--- config.mk ---
export PLATFORM = sky130hd
export DESIGN_NAME = lsu_ctrl
export DESIGN_NICKNAME = d
export VERILOG_FILES = /design/src/rtl/lsu_ctrl_pkg.sv /design/src/rtl/lsu_ctrl_store_queue.sv /design/src/rtl/lsu_ctrl.sv
export SDC_FILE = /design/constraint.sdc
export NUM_CORES = 1
export LEC_CHECK = 0
export ABC_AREA = 1
export CAP_MARGIN = 5
export CORE_MARGIN = 8
export CORE_UTILIZATION = 55
export CTS_BUF_LIST = sky130_fd_sc_hd__clkbuf_2
export DETAILED_ROUTE_END_ITERATION = 7
export PLACE_DENSITY_LB_ADDON = 0.3
export SLEW_MARGIN = 20
export SYNTH_ARGS = -nofsm -noshare
export SYNTH_HDL_FRONTEND = slang
export SYNTH_SLANG_ARGS = --single-unit
--- constraint.sdc ---
create_clock -name clk -period 7.2 [get_ports clk]
set_input_delay 1.08 -clock clk [delete_from_list [all_inputs] [get_ports clk]]
set_output_delay 1.08 -clock clk [all_outputs]
set_load 0.005 [all_outputs]
--- src/rtl/lsu_ctrl_pkg.sv ---
// Shared types for the load/store control stage: funct3 encodings, exception causes,
// store-queue entry layout and the small legality helpers used by the decode.
package lsu_ctrl_pkg;

    typedef enum logic [2:0] {
        LD_B  = 3'b000,
        LD_H  = 3'b001,
        LD_W  = 3'b010,
        LD_BU = 3'b100,
        LD_HU = 3'b101
    } f3Ld;

    typedef enum logic [2:0] {
        ST_B = 3'b000,
        ST_H = 3'b001,
        ST_W = 3'b010
    } f3St;

    typedef enum logic [1:0] {
        NONE     = 2'b00,
        LD_MISAL = 2'b01,
        ST_MISAL = 2'b10,
        ILLEGAL  = 2'b11
    } lsuExc;

    typedef struct packed {
        logic [2:0]  funct3;
        logic [31:0] addr;
        logic [31:0] wdata;
    } sq_entry_t;

    function automatic logic f3_ld_legal(input logic [2:0] f3);
        case (f3)
            LD_B, LD_H, LD_W, LD_BU, LD_HU: return 1'b1;
            default:                        return 1'b0;
        endcase
    endfunction

    function automatic logic f3_st_legal(input logic [2:0] f3);
        case (f3)
            ST_B, ST_H, ST_W: return 1'b1;
            default:          return 1'b0;
        endcase
    endfunction

    // funct3[1:0] encodes the access size for both loads and stores.
    function automatic logic misaligned(input logic [2:0] f3, input logic [1:0] off);
        case (f3[1:0])
            2'b01:   return off[0];
            2'b10:   return off != 2'b00;
            default: return 1'b0;
        endcase
    endfunction

endpackage

--- src/rtl/lsu_ctrl_store_queue.sv ---
// In-order store queue: circular FIFO of {funct3, addr, wdata} with a head read port
// and a word-address match across all live entries.
module lsu_ctrl_store_queue
    import lsu_ctrl_pkg::*;
#(
    parameter int SQ_DEPTH = 4
) (
    input  logic                        clk,
    input  logic                        rst,
    input  logic                        push,
    input  sq_entry_t                   push_entry,
    input  logic                        pop,
    input  logic [29:0]                 match_word,
    output logic                        any_match,
    output sq_entry_t                   head_entry,
    output logic                        full,
    output logic                        empty,
    output logic [$clog2(SQ_DEPTH):0]   count
);

    localparam int AW = $clog2(SQ_DEPTH);

    sq_entry_t     mem_q [SQ_DEPTH];
    logic [AW-1:0] head_q;
    logic [AW-1:0] tail_q;
    logic [AW:0]   count_q;

    assign full       = (count_q == (AW+1)'(SQ_DEPTH));
    assign empty      = (count_q == '0);
    assign count      = count_q;
    assign head_entry = mem_q[head_q];

    // An entry is live when its distance from head is below the occupancy.
    always_comb begin
        any_match = 1'b0;
        for (int i = 0; i < SQ_DEPTH; i++) begin
            if (({1'b0, AW'(i) - head_q} < count_q) && (mem_q[i].addr[31:2] == match_word))
                any_match = 1'b1;
        end
    end

    always_ff @(posedge clk or negedge rst) begin
        if (!rst) begin
            head_q  <= '0;
            tail_q  <= '0;
            count_q <= '0;
        end else begin
            if (push)
                tail_q <= tail_q + 1'b1;
            if (pop)
                head_q <= head_q + 1'b1;
            case ({push, pop})
                2'b10:   count_q <= count_q + 1'b1;
                2'b01:   count_q <= count_q - 1'b1;
                default: count_q <= count_q;
            endcase
        end
    end

    always_ff @(posedge clk) begin
        if (push)
            mem_q[tail_q] <= push_entry;
    end

endmodule

--- src/rtl/lsu_ctrl.sv ---
// Load/store control between EX and the data RAM: legality decode, store queue,
// RAM port arbitration, and the registered WB result and exception pulse.
module lsu_ctrl
    import lsu_ctrl_pkg::*;
#(
    parameter int SQ_DEPTH = 4
) (
    input  logic        clk,
    input  logic        rst,
    input  logic        req_valid,
    output logic        req_ready,
    input  logic        req_load,
    input  logic        req_store,
    input  logic [2:0]  req_funct3,
    input  logic [31:0] req_addr,
    input  logic [31:0] req_wdata,
    input  logic [4:0]  req_rd,
    output logic        ram_load,
    output logic        ram_store,
    output logic [2:0]  ram_funct3,
    output logic [31:0] ram_addr,
    output logic [31:0] ram_wdata,
    input  logic [31:0] ram_rdata,
    output logic        wb_valid,
    input  logic        wb_ready,
    output logic [4:0]  wb_rd,
    output logic [31:0] wb_data,
    output logic        exc_valid,
    output logic [1:0]  exc_cause,
    output logic [31:0] exc_addr,
    output logic        sq_empty
);

    logic                       is_ld;
    logic                       is_st;
    logic                       illegal;
    logic                       misal;
    logic                       fault;
    lsuExc                      cause;
    logic                       wb_free;
    logic                       ld_ok;
    logic                       st_ok;
    logic                       ld_go;
    logic                       sq_push;
    logic                       sq_pop;
    logic                       sq_full;
    logic                       sq_none;
    logic                       sq_match;
    logic [$clog2(SQ_DEPTH):0]  sq_count;
    sq_entry_t                  sq_in;
    sq_entry_t                  sq_head;

    logic        wb_vld_p1;
    logic [4:0]  wb_rd_p1;
    logic [31:0] wb_data_p1;
    logic        exc_vld_p1;
    lsuExc       exc_cause_p1;
    logic [31:0] exc_addr_p1;

    // ---- p0: request decode, arbitration and RAM issue ----
    always_comb begin
        is_ld   = req_load && !req_store;
        is_st   = req_store && !req_load;
        illegal = !(is_ld && f3_ld_legal(req_funct3)) && !(is_st && f3_st_legal(req_funct3));
        misal   = misaligned(req_funct3, req_addr[1:0]);
        fault   = illegal || misal;
        if (illegal)
            cause = ILLEGAL;
        else if (is_ld)
            cause = LD_MISAL;
        else
            cause = ST_MISAL;
    end

    // A full queue blocks loads, which leaves the port to the draining head.
    assign wb_free   = !wb_vld_p1 || wb_ready;
    assign ld_ok     = is_ld && !fault && wb_free && !sq_match && !sq_full;
    assign ld_go     = req_valid && ld_ok;
    assign sq_pop    = !sq_none && !ld_go;
    assign st_ok     = is_st && !fault && (!sq_full || sq_pop);
    assign sq_push   = req_valid && st_ok;
    assign req_ready = fault || ld_ok || st_ok;

    assign sq_in = '{funct3: req_funct3, addr: req_addr, wdata: req_wdata};

    lsu_ctrl_store_queue #(
        .SQ_DEPTH (SQ_DEPTH)
    ) u_sq (
        .clk        (clk),
        .rst        (rst),
        .push       (sq_push),
        .push_entry (sq_in),
        .pop        (sq_pop),
        .match_word (req_addr[31:2]),
        .any_match  (sq_match),
        .head_entry (sq_head),
        .full       (sq_full),
        .empty      (sq_none),
        .count      (sq_count)
    );

    always_comb begin
        ram_load   = 1'b0;
        ram_store  = 1'b0;
        ram_funct3 = 3'b000;
        ram_addr   = 32'h0;
        ram_wdata  = 32'h0;
        if (ld_go) begin
            ram_load   = 1'b1;
            ram_funct3 = req_funct3;
            ram_addr   = req_addr;
        end else if (sq_pop) begin
            ram_store  = 1'b1;
            ram_funct3 = sq_head.funct3;
            ram_addr   = sq_head.addr;
            ram_wdata  = sq_head.wdata;
        end
    end

    // ---- p1: WB result and exception registers ----
    always_ff @(posedge clk or negedge rst) begin
        if (!rst) begin
            wb_vld_p1    <= 1'b0;
            wb_rd_p1     <= '0;
            wb_data_p1   <= '0;
            exc_vld_p1   <= 1'b0;
            exc_cause_p1 <= NONE;
            exc_addr_p1  <= '0;
        end else begin
            if (ld_go) begin
                wb_vld_p1  <= 1'b1;
                wb_rd_p1   <= req_rd;
                wb_data_p1 <= ram_rdata;
            end else if (wb_ready) begin
                wb_vld_p1  <= 1'b0;
            end
            exc_vld_p1 <= req_valid && fault;
            if (req_valid && fault) begin
                exc_cause_p1 <= cause;
                exc_addr_p1  <= req_addr;
            end
        end
    end

    assign wb_valid  = wb_vld_p1;
    assign wb_rd     = wb_rd_p1;
    assign wb_data   = wb_data_p1;
    assign exc_valid = exc_vld_p1;
    assign exc_cause = exc_cause_p1;
    assign exc_addr  = exc_addr_p1;
    assign sq_empty  = (sq_count == '0);

endmodule

=== Word level (Yosys, flattened, before mapping) ===
Memories as Yosys holds them, arrays and structs flattened.
Index checks and enable logic that the tools add are counted.

* Flip-flop bits (word level): 80
* Memory bits (writable): 268
* Input port bits: 110
* Output and inout bits: 144
* Memories kept: 1

{| class="wikitable"
|+ Memory list
! name !! depth !! bits a word !! rd ports !! clocked after Yosys merged registers in !! write ports !! RTL line !! RTL
|-
| u_sq.mem_q || 4 || 67 || 5 || 0 || 1 || lsu_ctrl_store_queue.sv:23 || <nowiki>sq_entry_t mem_q [SQ_DEPTH];</nowiki>
|}

* Add/sub/neg operators: 8
* Magnitude comparators: 4
* Eq/ne operators: 13
* Multiplexer cells: 23
* Reductions and logical operators: 41

{| class="wikitable"
|+ Operator list
! cell !! count
|-
| $mux W32 || 4
|-
| $eq A30 B30 Y1 || 4
|-
| $logic_and A1 B1 Y1 || 19
|-
| $mux W1 || 13
|-
| $lt A2 B3 Y1 || 4
|-
| $logic_not A1 Y1 || 10
|-
| $eq A3 B3 Y1 const B || 3
|-
| $logic_not A3 Y1 || 2
|-
| $mux W3 || 2
|-
| $pmux W3 S2 || 1
|-
| $reduce_bool A2 Y1 || 3
|-
| $logic_or A1 B1 Y1 || 5
|-
| $reduce_or A5 Y1 || 1
|-
| $add A2 B1 Y2 const B || 2
|-
| $eq A2 B1 Y1 const B || 2
|-
| $eq A2 B2 Y1 const B || 2
|-
| $mux W2 || 2
|-
| $sub A1 B2 Y2 const A || 2
|-
| $sub A2 B2 Y2 const A || 2
|-
| $add A3 B1 Y3 const B || 1
|-
| $eq A3 B1 Y1 const B || 1
|-
| $eq A3 B2 Y1 const B || 1
|-
| $reduce_or A3 Y1 || 1
|-
| $sub A3 B1 Y3 const B || 1
|-
| $pmux W1 S2 || 1
|}

=== Logic depth before layout (Yosys ltp) ===
Gate-level depths: netlist (run 1).

* Word-level depth: 20
* Depth in mapped cells: 23
* Gate-level depth less buffers: 20

=== Modules after synthesis ===
A second synthesis (run 1) with hierarchy kept.

* Cells, all modules: 1538
* Area total of the unflattened synthesis: 15818.9 sq um

{| class="wikitable"
|+ Modules (own cells, without submodules)
! module !! instances !! cells each !! area each (sq um) !! seq. area each (sq um)
|-
| lsu_ctrl_store_queue || 1 || 1052 || 12037.8 || 8222.9
|-
| lsu_ctrl || 1 || 486 || 3781.1 || 1826.8
|}

=== Worst setup path before layout (run 1) ===
No wires, ideal clock.

* Kind: input-to-reg
* Start: in req_funct3[0]
* End: mem u_sq.mem_q[0][0] in the netlist's numbering (enable)
* Library setup time: 0.493 ns
* Arrival: 4.725 ns
* Path slack: 1.982 ns
* Stages: 8
* Cells stage by stage: inv_1 ha_1 nand2_1 nand2_1 nand3_1 nand2_1 nand4_1 nor2_1

* Cells in the longest elaborated chain, start to end: 20
* Elaborated cells on any way between the ends: 32
* Those cells by class: 6 x eq/ne; 5 x mux; 21 x reduce/logical

{| class="wikitable"
|+ Ends and longest elaborated chain
! what !! RTL line !! RTL
|-
| start, declared || lsu_ctrl.sv:14 || <nowiki>input logic [2:0] req_funct3,</nowiki>
|-
| $eq A3 B1 Y1 (tied with other cells) || lsu_ctrl_pkg.sv:33, lsu_ctrl_pkg.sv:40 ||
|-
| $reduce_or A5 Y1 or $reduce_or A3 Y1 (tied branches) || lsu_ctrl_pkg.sv:33, lsu_ctrl_pkg.sv:40 ||
|-
| $mux W1, on equally long branches || lsu_ctrl_pkg.sv:33, lsu_ctrl_pkg.sv:40 ||
|-
| $logic_and A1 B1 Y1 || lsu_ctrl.sv:64 || <nowiki>illegal = !(is_ld && f3_ld_legal(req_funct3)) && !(is_st && f3_st_legal(req_funct3));</nowiki>
|-
| $logic_not A1 Y1 || lsu_ctrl.sv:64 ||
|-
| $logic_and A1 B1 Y1 || lsu_ctrl.sv:64 ||
|-
| $logic_or A1 B1 Y1 * || lsu_ctrl.sv:66 || <nowiki>fault = illegal || misal;</nowiki>
|-
| $logic_not A1 Y1 * || lsu_ctrl.sv:77, lsu_ctrl.sv:80 ||
|-
| $logic_and A1 B1 Y1 (4 in series) || lsu_ctrl.sv:77 || <nowiki>assign ld_ok = is_ld && !fault && wb_free && !sq_match && !sq_full;</nowiki>
|-
| $logic_and A1 B1 Y1 || lsu_ctrl.sv:78 || <nowiki>assign ld_go = req_valid && ld_ok;</nowiki>
|-
| $logic_not A1 Y1 || lsu_ctrl.sv:79 || <nowiki>assign sq_pop = !sq_none && !ld_go;</nowiki>
|-
| $logic_and A1 B1 Y1 || lsu_ctrl.sv:79 ||
|-
| $logic_or A1 B1 Y1 || lsu_ctrl.sv:80 || <nowiki>assign st_ok = is_st && !fault && (!sq_full || sq_pop);</nowiki>
|-
| $logic_and A1 B1 Y1 * || lsu_ctrl.sv:80 ||
|-
| $logic_and A1 B1 Y1 * || lsu_ctrl.sv:81 || <nowiki>assign sq_push = req_valid && st_ok;</nowiki>
|-
| $mux W1 * || lsu_ctrl_store_queue.sv:61 || <nowiki>if (push)</nowiki>
|-
| $mux W1 (not written as such) * || lsu_ctrl_store_queue.sv:62 || <nowiki>mem_q[tail_q] <= push_entry;</nowiki>
|-
| end, declared || lsu_ctrl_store_queue.sv:23 ||
|}

Every way passes the cells marked *; elsewhere a longest branch is shown, timed or not.

=== Worst setup path in the final report (run 1) ===
* Start: reg u_sq.head_q[1]
* End: out ram_addr[16]

* Cells in the longest elaborated chain, start to end: 15
* Elaborated cells on any way between the ends: 25
* Those cells by class: 4 x add/sub; 4 x order compare; 6 x mux; 10 x reduce/logical; 1 x memory

{| class="wikitable"
|+ Ends and longest elaborated chain
! what !! RTL line !! RTL
|-
| start, declared || lsu_ctrl_store_queue.sv:24 || <nowiki>logic [AW-1:0] head_q;</nowiki>
|-
| start signal, assigned || lsu_ctrl_store_queue.sv:51 || <nowiki>head_q <= head_q + 1'b1;</nowiki>
|-
| $sub A1 B2 Y2 || lsu_ctrl_store_queue.sv:37 || <nowiki>if (({1'b0, AW'(i) - head_q} < count_q) && (mem_q[i].addr[31:2] == match_word))</nowiki>
|-
| $lt A2 B3 Y1 || lsu_ctrl_store_queue.sv:37 ||
|-
| $logic_and A1 B1 Y1 || lsu_ctrl_store_queue.sv:37 ||
|-
| $mux W1 (4 in series) || lsu_ctrl_store_queue.sv:37 ||
|-
| $logic_not A1 Y1 || lsu_ctrl.sv:77 ||
|-
| $logic_and A1 B1 Y1 (2 in series) || lsu_ctrl.sv:77 ||
|-
| $logic_and A1 B1 Y1 || lsu_ctrl.sv:78 ||
|-
| $logic_not A1 Y1 || lsu_ctrl.sv:79 ||
|-
| $logic_and A1 B1 Y1 || lsu_ctrl.sv:79 ||
|-
| $mux W32 || lsu_ctrl.sv:112 || <nowiki>end else if (sq_pop) begin</nowiki>
|-
| $mux W32 * || lsu_ctrl.sv:108 || <nowiki>if (ld_go) begin</nowiki>
|-
| end, declared || lsu_ctrl.sv:21 || <nowiki>output logic [31:0] ram_addr,</nowiki>
|}

Marked as above.

==> flow_metrics.py, run 1 <==
metrics = {
    "grt": {
        "grt_pass1_wl_um": 60800,
        "grt_usage_pct": 23.2,
        "grt.overflow.total": 0,
        "antenna_found_initial": 4,
        "first_global_vias": 11500,
        "grt_max_degree": 68,
    },
    "cts": {
        "postCtsSetupRepairBufs": 0,
        "cts_hold_buf": 0,
        "clockBufferDepth": 3,
        "clock_latency_ps": 880,
        "clock-sinks": 348,
        "htreeDepth": 3,
        "post_cts_resized": 0,
        "cts_tree": "built",
        "cts_buffers": 86,
        "cts.reportedPaths.clkPinSlew_ps": 120,
        "cts_root_buf": "clkbuf_2",
    },
    "pwr": {
        "leakage_nw": 7.52,
        "seq_power_share_pct": 39.4,
        "swShare_pct": 34.2,
        "p_comb_share_pct": 39.7,
        "vdd_ir_drop_max_mv": 0.260,
        "p_int_w": 0.00405,
        "p_per_area_mw_per_mm2": 328,
        "switchingPower_w": 0.00211,
        "power.share.clock_pct": 20.9,
    },
    "routing": {
        "viasPerCell": 5.48,
        "antenna_left": 0,
        "drcViolationCount": 0,
        "dr.pass1.iters": 7,
        "drt-total-wl_um": 38900,
        "vias": 11100,
        "drt-initial-drc-count": 852,
        "route.detailed.wl_per_inst_um": 19.1,
    },
    "run": {
        "maxCapViolCount": 0,
    },
    "sta": {
        "hold_ws_ps": 94.9,
        "fmax_mhz": 150,
        "relSlewSlack_pct": 32.3,
        "hold_viol": 0,
        "min_period_ps": 6680,
        "min_period_over_period_pct": 92.7,
        "rsz0062_at_grt": "false",
        "final.setup.tns_ps": 0,
        "setup_viol": 0,
        "tightest_slew_ps": 1010,
        "fin_skew_ps": 90.5,
        "finalMaxSlewViolations": 0,
    },
    "synth": {
        "synth.area.top_cells": "edfxtp_1 53%, dfrtp_1 13%, nand2_1 9.6%",
        "ys_ff_latch": 348,
        "synth_top_area_cell": "edfxtp_1",
        "synth_edf_count": 268,
        "synth.most_common_cell": "nand2_1",
        "synthArstFlopShare_pct": 23.0,
        "ys_types": 36,
        "synth_warnings": 0,
        "synth_top_cell_area_share_pct": 52.9,
        "ys_top_cells_by_count": "388 x nand2_1, 268 x edfxtp_1, 97 x nor2_1",
        "syn-instance-count": 1340,
        "syn_nets": 1463,
        "syn_area_mm2": 0.0152,
        "yosysSeqAreaShare_pct": 66.1,
        "avgSynthCellArea_um2": 11.4,
        "synth_flop_cell": "edfxtp_1",
    },
    "critical_path": {
        "end_kind": "output pin",
        "critPathRequiredTime_ps": 6120,
        "critPathKind": "reg -> out",
        "start_kind": "register",
        "arrival_ps": 5600,
        "cp_max_fo": 38,
    },
    "floorplan": {
        "io_pins": 254,
        "initial_core_util_pct": 55.4,
        "num_rows": 61,
        "die_h_um": 182,
        "die_x_um": 182,
        "core_mm2": 0.0275,
        "dieArea_mm2": 0.0332,
    },
    "placed_design": {
        "portBuffers": 253,
        "routabilityCongestion": 0.808,
        "hpwl_um": 24900,
    },
    "outcome": {
        "status": "completed",
    },
    "finish": {
        "layout-drive-gt1-share_pct": 10.0,
        "fillers": 2063,
        "nets": 1736,
        "area_growth_pct": 23.2,
    },
    "hold_path": {
        "min_path_type": "in -> async",
    },
}
power by group through the flow:
| stage | logic, W | clock network (W) | registers, W |
|---|---|---|---|
| finish | 0.00244 | 0.00128 | 0.00243 |
| global route | 0.00266 | 0.00143 | 0.00245 |
| CTS | 0.00247 | 0.00133 | 0.00243 |
| detailed placement | 0.00246 | 0 | 0.00247 |
| global placement | 0.00242 | 0 | 0.00247 |
| floorplan | 0.00112 | 0 | 0.00247 |
path summary, 6_finish.rpt:
check	startpoint	to	slack, ps	cells past startpoint
max in group asynchronous	rst	wb_data[5]	5970	2
setup / recovery	u_sq.head_q[1]	ram_addr[16]	520	16
hold / removal	rst	exc_addr[10]	90	1
setup reg to reg	u_sq.head_q[1]	u_sq.count[2]	2140	19
min in group clk	wb_data[4]	wb_data[4]	480	2
hold reg to reg	wb_data[4]	wb_data[4]	480	2
metrics by stage:
stage	utilization, %	cell area [µm²]	power [W]	cells	worst slack [ps]
after floorplan	-	15200	0.00359	1340	1980
after global placement	65.3	17900	0.00489	1871	998
after detailed placement	65.3	17900	0.00493	1871	875
after CTS	68.2	18700	0.00623	2029	414
after global routing	68.2	18700	0.00655	2030	18.8
final	68.2	18700	0.00615	2030	522
sequential cells by signal (all words and copies together) (netlist names):
register	count
exc_valid	1
u_sq.head_q	2
u_sq.count	3
wb_data	32
u_sq.tail_q	2
wb_valid	1
exc_cause	2
exc_addr	32
u_sq.mem_q	268
wb_rd	5
worst max-delay path, cell delays in order, from the launching register on:
cell and delay (ps):
dfrtp_1 490, nand2_1 500, inv_2 70, nor2_1 190, inv_1 80, ha_1 280
a21boi_1 170, o21ai_0 150, nand4_1 140, nor2_1 60, nor2_2 140, nand3_2 590
inv_2 800, buf_4 380, nand2_1 90, nand2_1 90, clkdlybuf4s50_1 510
cell type report:
cell class                 count  area (µm²)  share of cell area, %
clock buffer                 124         621                   3.31
antenna                        1        2.50                 0.0134
sequential                   348       10000                   53.6
clock inverter                34         169                  0.901
inverter                      75         282                   1.50
multi-input combinational    832        4530                   24.2
tap                          346         433                   2.31
timing repair buffer         270        2660                   14.2
layer usage:
layer / share of wire [%] / track usage, % / vias up / routed length, µm
li1: - / - / 5212 / -
met1: 39 / 27.7 / 5371 / 15300
met2: 49 / 38.8 / 445 / 19200
met3: 8.4 / 7.12 / 90 / 3280
met4: 2.8 / 9.51 / 6 / 1070
met5: 0.098 / 0 / - / 38
layout by cell type (no fill, tap or decap), drive strengths merged:
master,netlist,final
clkinvlp,0,3
clkinv,1,29
xnor2,46,46
nand3,56,56
bufinv,0,1
nor3,3,3
diode,0,1
o31ai,1,1
o211ai,7,7
o21a,1,1
inv,74,76
or2,1,1
ha,12,12
a22o,32,32
xor2,50,50
edfxtp,268,268
a221oi,32,32
a21boi,1,1
o221ai,3,3
nor2,98,98
clkdlybuf4s50,0,252
dfrtp,80,80
a21oi,5,5
clkbuf,28,124
nand2,389,389
buf,57,18
a22oi,57,57
nand4,11,11
a31oi,1,1
fa,1,1
o21ai,25,25
kinds of logic (layout without fill, tap and decap cells):
group                      after synthesis  in the layout  share of synthesized area [%]
xor gates and xnor gates                96             96                           5.53
other                                    0              1                              0
AOI/OAI and AO/OA                      165            165                           8.19
DFF                                    348            348                           66.1
and+or+nand+nor                        558            558                           14.6
adders and majority gates               13             13                           1.12
buffers and inverters                  160            503                           4.54
(Power assumes the default switching activity.)
==> inputs of run 2 (changes only) <==
==> constraint.sdc (replaced) <==
create_clock -name clk -period 7.2 [get_ports clk]
set_input_delay 1.8 -clock clk [delete_from_list [all_inputs] [get_ports clk]]
set_output_delay 1.8 -clock clk [all_outputs]
set_load 0.005 [all_outputs]
==> run 2 against run 1 <==
  * Total power grew 0.71%
  * Routed wire length grew 2.6%
  * First-iteration DRC count is the same
  * Critical path type is now in -> out
==> flow_metrics.py, run 2 (synthesis results as in run 1) <==
metrics = {
    "outcome": {
        "status": "completed",
    },
    "hold_path": {
        "whs_path_depth": 2,
        "min_path_type": "reg -> reg",
        "hold-path-endpoint": "wb_rd[4]",
        "min_from": "wb_rd[4]",
    },
    "cts": {
        "htreeDepth": 3,
        "cts_tree": "built",
        "cts_buffers": 89,
        "clockBufferDepth": 3,
        "clock-sinks": 348,
        "cts.reportedPaths.clkPinSlew_ps": 80,
        "post_cts_resized": 0,
        "cts_hold_buf": 0,
        "cts_root_buf": "clkbuf_2",
        "postCtsSetupRepairBufs": 0,
        "clock_latency_ps": 880,
    },
    "critical_path": {
        "arrival_ps": 5090,
        "critPathKind": "in -> out",
        "r2r_slack_ps": 2820,
        "cp_max_fo": 24,
        "end_kind": "output pin",
        "ff2ff_path_depth": 19,
        "reg2reg_to": "u_sq.count[2]",
        "critPathRequiredTime_ps": 5400,
        "start_kind": "primary input",
        "reg2reg_from": "u_sq.head_q[1]",
    },
    "pwr": {
        "swShare_pct": 33.9,
        "power.share.clock_pct": 21.2,
        "leakage_nw": 7.57,
        "seq_power_share_pct": 39.2,
        "p_int_w": 0.00409,
        "vdd_ir_drop_max_mv": 0.235,
        "p_per_area_mw_per_mm2": 330,
        "p_comb_share_pct": 39.6,
        "switchingPower_w": 0.00210,
    },
    "finish": {
        "mostFrequentLayoutCells": "387 x nand2_1, 268 x edfxtp_1, 252 x clkdlybuf4s50_1",
        "area_growth_pct": 23.5,
        "nets": 1742,
        "stdcell_count": 2029,
        "top_register": "u_sq.mem_q",
        "post-route-util_pct": 68.4,
        "layout-drive-gt1-share_pct": 11.1,
        "largest_reg_flops": 268,
        "final_common_cell": "nand2_1",
    },
    "routing": {
        "dr.pass1.iters": 6,
        "drcViolationCount": 0,
        "drt-total-wl_um": 39900,
        "antenna_left": 0,
        "route.detailed.wl_per_inst_um": 19.7,
        "viasPerCell": 5.49,
        "drt-initial-drc-count": 852,
        "vias": 11100,
    },
    "sta": {
        "fmax_mhz": 145,
        "hold_ws_ps": 483,
        "min_period_ps": 6890,
        "hold_viol": 0,
        "finalMaxSlewViolations": 0,
        "rsz0062_at_grt": "false",
        "setup_viol": 0,
        "final.setup.tns_ps": 0,
        "fin_skew_ps": 70.2,
        "finalWorstSetupSlack_ps": 311,
        "tightest_slew_ps": 1110,
        "min_period_over_period_pct": 95.7,
        "relSlewSlack_pct": 26.1,
    },
    "placed_design": {
        "hpwl_um": 25200,
        "routabilityCongestion": 0.859,
        "placed_cells": 1874,
        "portBuffers": 253,
        "dp_slack_ps": 322,
    },
    "grt": {
        "grt_usage_pct": 23.7,
        "grt_pass1_wl_um": 62300,
        "grt_max_degree": 68,
        "antenna_found_initial": 5,
        "grt.overflow.total": 0,
        "first_global_vias": 11500,
    },
    "floorplan": {
        "initial_core_util_pct": 55.4,
        "core_mm2": 0.0275,
        "die_h_um": 182,
        "io_pins": 254,
        "dieArea_mm2": 0.0332,
        "die_x_um": 182,
        "num_rows": 61,
    },
    "run": {
        "maxCapViolCount": 0,
    },
}
==> run 2: cell types whose count changed in the layout (fill, tap and decap cells not counted) <==
cell,previous run,this run
buf_12,0,1
buf_4,18,20
clkbuf_2,124,141
clkinv_1,26,5
clkinv_2,3,0
clkinv_4,0,2
clkinvlp_4,3,2
diode_2,1,3
==> run 2: final cells by class <==
cell class,count,area (µm²)
flip-flops and latches,348,10000
clock buffers,141,706
clock inverters,11,85.1
multi-input cells,832,4530
fillers,2083,8700
diodes,3,7.51
well taps,346,433
repair buffers,273,2690
inverters,75,282
==> run 2: power by group through the flow <==
stage	registers (W)	logic, W	clock network (W)
floorplan	0.00247	0.00112	0
global placement	0.00247	0.00244	0
detailed placement	0.00247	0.00247	0
CTS	0.00243	0.00249	0.00135
global route	0.00245	0.00268	0.00145
finish	0.00243	0.00245	0.00131
==> run 2: worst max path at each step <==
stage,from,end,slack [ps],depth (start not counted)
after floorplan,req_funct3[0],u_sq.mem_q[0][0],1260,8
after global placement,req_funct3[0],ram_addr[27],410,14
after detailed placement,req_funct3[0],ram_store,320,12
after CTS,req_funct3[0],ram_store,320,12
after global routing,req_funct3[0],ram_addr[27],70,17
final,req_funct3[0],ram_addr[27],310,16
==> run 2: routing by layer <==
| metal | GRT usage, % | wire, µm |
|---|---|---|
| met1 | 29.1 | 15900 |
| met2 | 38.6 | 19300 |
| met3 | 7.32 | 3600 |
| met4 | 10.1 | 1040 |
| met5 | 0 | 25 |
==> run 2: critical path, stage by stage <==
cell	delay, ps
clkdlybuf4s50_1	650
inv_1	140
ha_1	260
nand2_1	70
nand2_1	60
o211ai_1	100
nand2_1	150
nor3_2	180
nand2_1	90
nor2_2	120
nand3_2	140
inv_2	330
buf_12	240
nand2_1	60
nand2_1	140
clkdlybuf4s50_1	520
==> run 2: through the flow <==
stage               power, W  area [µm²]
global placement     0.00490       18000
floorplan            0.00359       15200
detailed placement   0.00495       18000
finish               0.00620       18800
global route         0.00658       18800
CTS                  0.00627       18800
==> inputs of run 3 (changes only) <==
CORE_UTILIZATION = 50   (was 55)
clock period = 6 ns   (was 7.2 ns; I/O delays follow)
==> run 3 against run 2 <==
  * Clock skew increased by 48 ps
  * Final cell count is 4.6% higher
  * Largest power group unchanged
  * Global-route usage shrank 1.7 points
  * Critical path depth down 3
==> flow_metrics.py, run 3 (synthesis results as in run 1) <==
metrics = {
    "cts": {
        "cts_root_buf": "clkbuf_2",
        "htreeDepth": 3,
        "clock_latency_ps": 910,
        "cts_hold_buf": 0,
        "clockBufferDepth": 3,
        "cts_tree": "built",
        "clock-sinks": 348,
        "cts.reportedPaths.clkPinSlew_ps": 100,
        "cts_buffers": 87,
    },
    "critical_path": {
        "start_kind": "primary input",
        "critPathTopFamily": "buffers and inverters",
        "cp_max_fo": 18,
        "arrival_ps": 4300,
        "end_kind": "output pin",
        "cp_common_cell": "nor2_1",
        "cp_slowest_stage_delay_ps": 580,
        "crit_slowest_cell": "clkdlybuf4s50_1",
        "critPathKind": "in -> out",
        "critPathRequiredTime_ps": 4500,
        "crit_chain": "clkdlybuf4s50_1 -> xor2_1 -> nor2_1 -> nand3_1 -> nor2_1 -> nand3_1 -> nand2_1 -> nor2_2 -> nand3_4 -> nand2_2 -> buf_12 -> nor2_1 -> clkdlybuf4s50_1",
        "critPathBufInv": 3,
    },
    "sta": {
        "tightest_slew_ps": 874,
        "hold_viol": 0,
        "finalMaxSlewViolations": 0,
        "setup_viol": 0,
        "min_period_over_period_pct": 96.7,
        "hold_ws_ps": 486,
        "fin_skew_ps": 119,
        "rsz0062_at_grt": "false",
        "min_period_ps": 5800,
        "fmax_mhz": 172,
        "finalWorstSetupSlack_ps": 196,
        "relSlewSlack_pct": 41.8,
    },
    "pwr": {
        "seq_power_share_pct": 38.7,
        "leakage_nw": 7.84,
        "p_per_area_mw_per_mm2": 391,
        "swShare_pct": 34.2,
        "p_int_w": 0.00496,
        "power.share.clock_pct": 21.1,
        "switchingPower_w": 0.00257,
        "power_w": 0.00753,
        "vdd_ir_drop_max_mv": 0.296,
        "p_comb_share_pct": 40.1,
    },
    "placed_design": {
        "portBuffers": 253,
        "placed_cells": 1954,
        "routabilityCongestion": 0.801,
        "hpwl_um": 26500,
        "dp_slack_ps": -229,
    },
    "finish": {
        "fillers": 2403,
        "layout-drive-gt1-share_pct": 12.7,
        "multi_input_area_mm2": 0.00453,
        "final_common_cell": "nand2_1",
        "regArea_mm2": 0.0100,
        "mostFrequentLayoutCells": "387 x nand2_1, 268 x edfxtp_1, 243 x clkdlybuf4s50_1",
        "nets": 1775,
        "stdcell_count": 2122,
        "largest_reg_flops": 268,
        "area_growth_pct": 26.4,
        "top_register": "u_sq.mem_q",
    },
    "floorplan": {
        "dieArea_mm2": 0.0363,
        "num_rows": 64,
        "io_pins": 254,
        "core_mm2": 0.0303,
        "initial_core_util_pct": 50.3,
        "die_x_um": 190,
        "die_h_um": 190,
    },
    "outcome": {
        "status": "completed",
    },
    "grt": {
        "grt.overflow.total": 0,
        "first_global_vias": 11600,
        "grt_pass1_wl_um": 62600,
        "antenna_found_initial": 5,
        "grt_max_degree": 68,
        "grt_usage_pct": 22.0,
    },
    "routing": {
        "viasPerCell": 5.35,
        "drt-initial-drc-count": 765,
        "dr.pass1.iters": 5,
        "antenna_left": 0,
        "drt-total-wl_um": 41300,
        "vias": 11400,
        "drcViolationCount": 0,
        "route.detailed.wl_per_inst_um": 19.5,
    },
    "hold_path": {
        "min_path_type": "reg -> reg",
    },
    "run": {
        "maxCapViolCount": 0,
    },
}
==> run 3: stage by stage <==
stage / setup TNS, ps / util (%) / cell area [µm²]
floorplan: 0 / - / 15200
global placement: -101 / 60.4 / 18300
detailed placement: -5530 / 60.4 / 18300
CTS: 0 / 63.2 / 19100
global route: 0 / 63.5 / 19200
finish: 0 / 63.5 / 19200
==> run 3: worst min-delay path, delay by kind of cell, from the launching register on <==
kind          cells  cell delay, ps
simple gates      2             100
flops             1             360
==> run 3: cell type report <==
| class | count | area share, % |
|---|---|---|
| sequential | 348 | 52.3 |
| multi-input combinational | 832 | 23.6 |
| timing repair buffer | 307 | 15.7 |
| clock buffer | 137 | 3.56 |
| tap | 396 | 2.58 |
| inverter | 75 | 1.53 |
| clock inverter | 25 | 0.703 |
| timing repair inverter | 1 | 0.0455 |
| antenna | 1 | 0.0130 |
==> run 3: power groups by stage <==
stage          combinational, W  sequential [W]  clock, W
2_1_floorplan           0.00135         0.00296         0
3_5_place_dp            0.00302         0.00297         0
6_report                0.00302         0.00292   0.00159
3_3_place_gp            0.00298         0.00296         0
4_1_cts                 0.00304         0.00292   0.00165
5_1_grt                 0.00330         0.00294   0.00177
==> run 3: path summary, 6_finish.rpt <==
kind                                      from             end  slack [ps]  depth (start not counted)
worst max-delay path               req_addr[5]    ram_wdata[0]         200                         13
worst min-delay path                  wb_rd[3]        wb_rd[3]         490                          2
worst max register to register  u_sq.head_q[0]   u_sq.count[2]        2270                         20
worst min register to register        wb_rd[3]        wb_rd[3]         490                          2
max in group asynchronous                  rst  u_sq.tail_q[1]        4300                          2
min in group asynchronous                  rst     exc_addr[2]         500                          1
==> run 3: what timing repair did <==
item | in CTS | in global routing
gates cloned | 0 | 2
pin swaps | 0 | 1
resized for setup | 2 | 13
setup endpoints to repair | 36 | 44
buffers inserted | 0 | 3
==> run 3: metal layers <==
| metal | global-route usage, % | routed length [µm] | vias to the layer above |
|---|---|---|---|
| met5 | 0 | 48 | - |
| met4 | 9.22 | 1170 | 8 |
| met3 | 6.91 | 3710 | 91 |
| met2 | 37.0 | 20200 | 508 |
| met1 | 25.8 | 16100 | 5455 |
| li1 | - | - | 5293 |
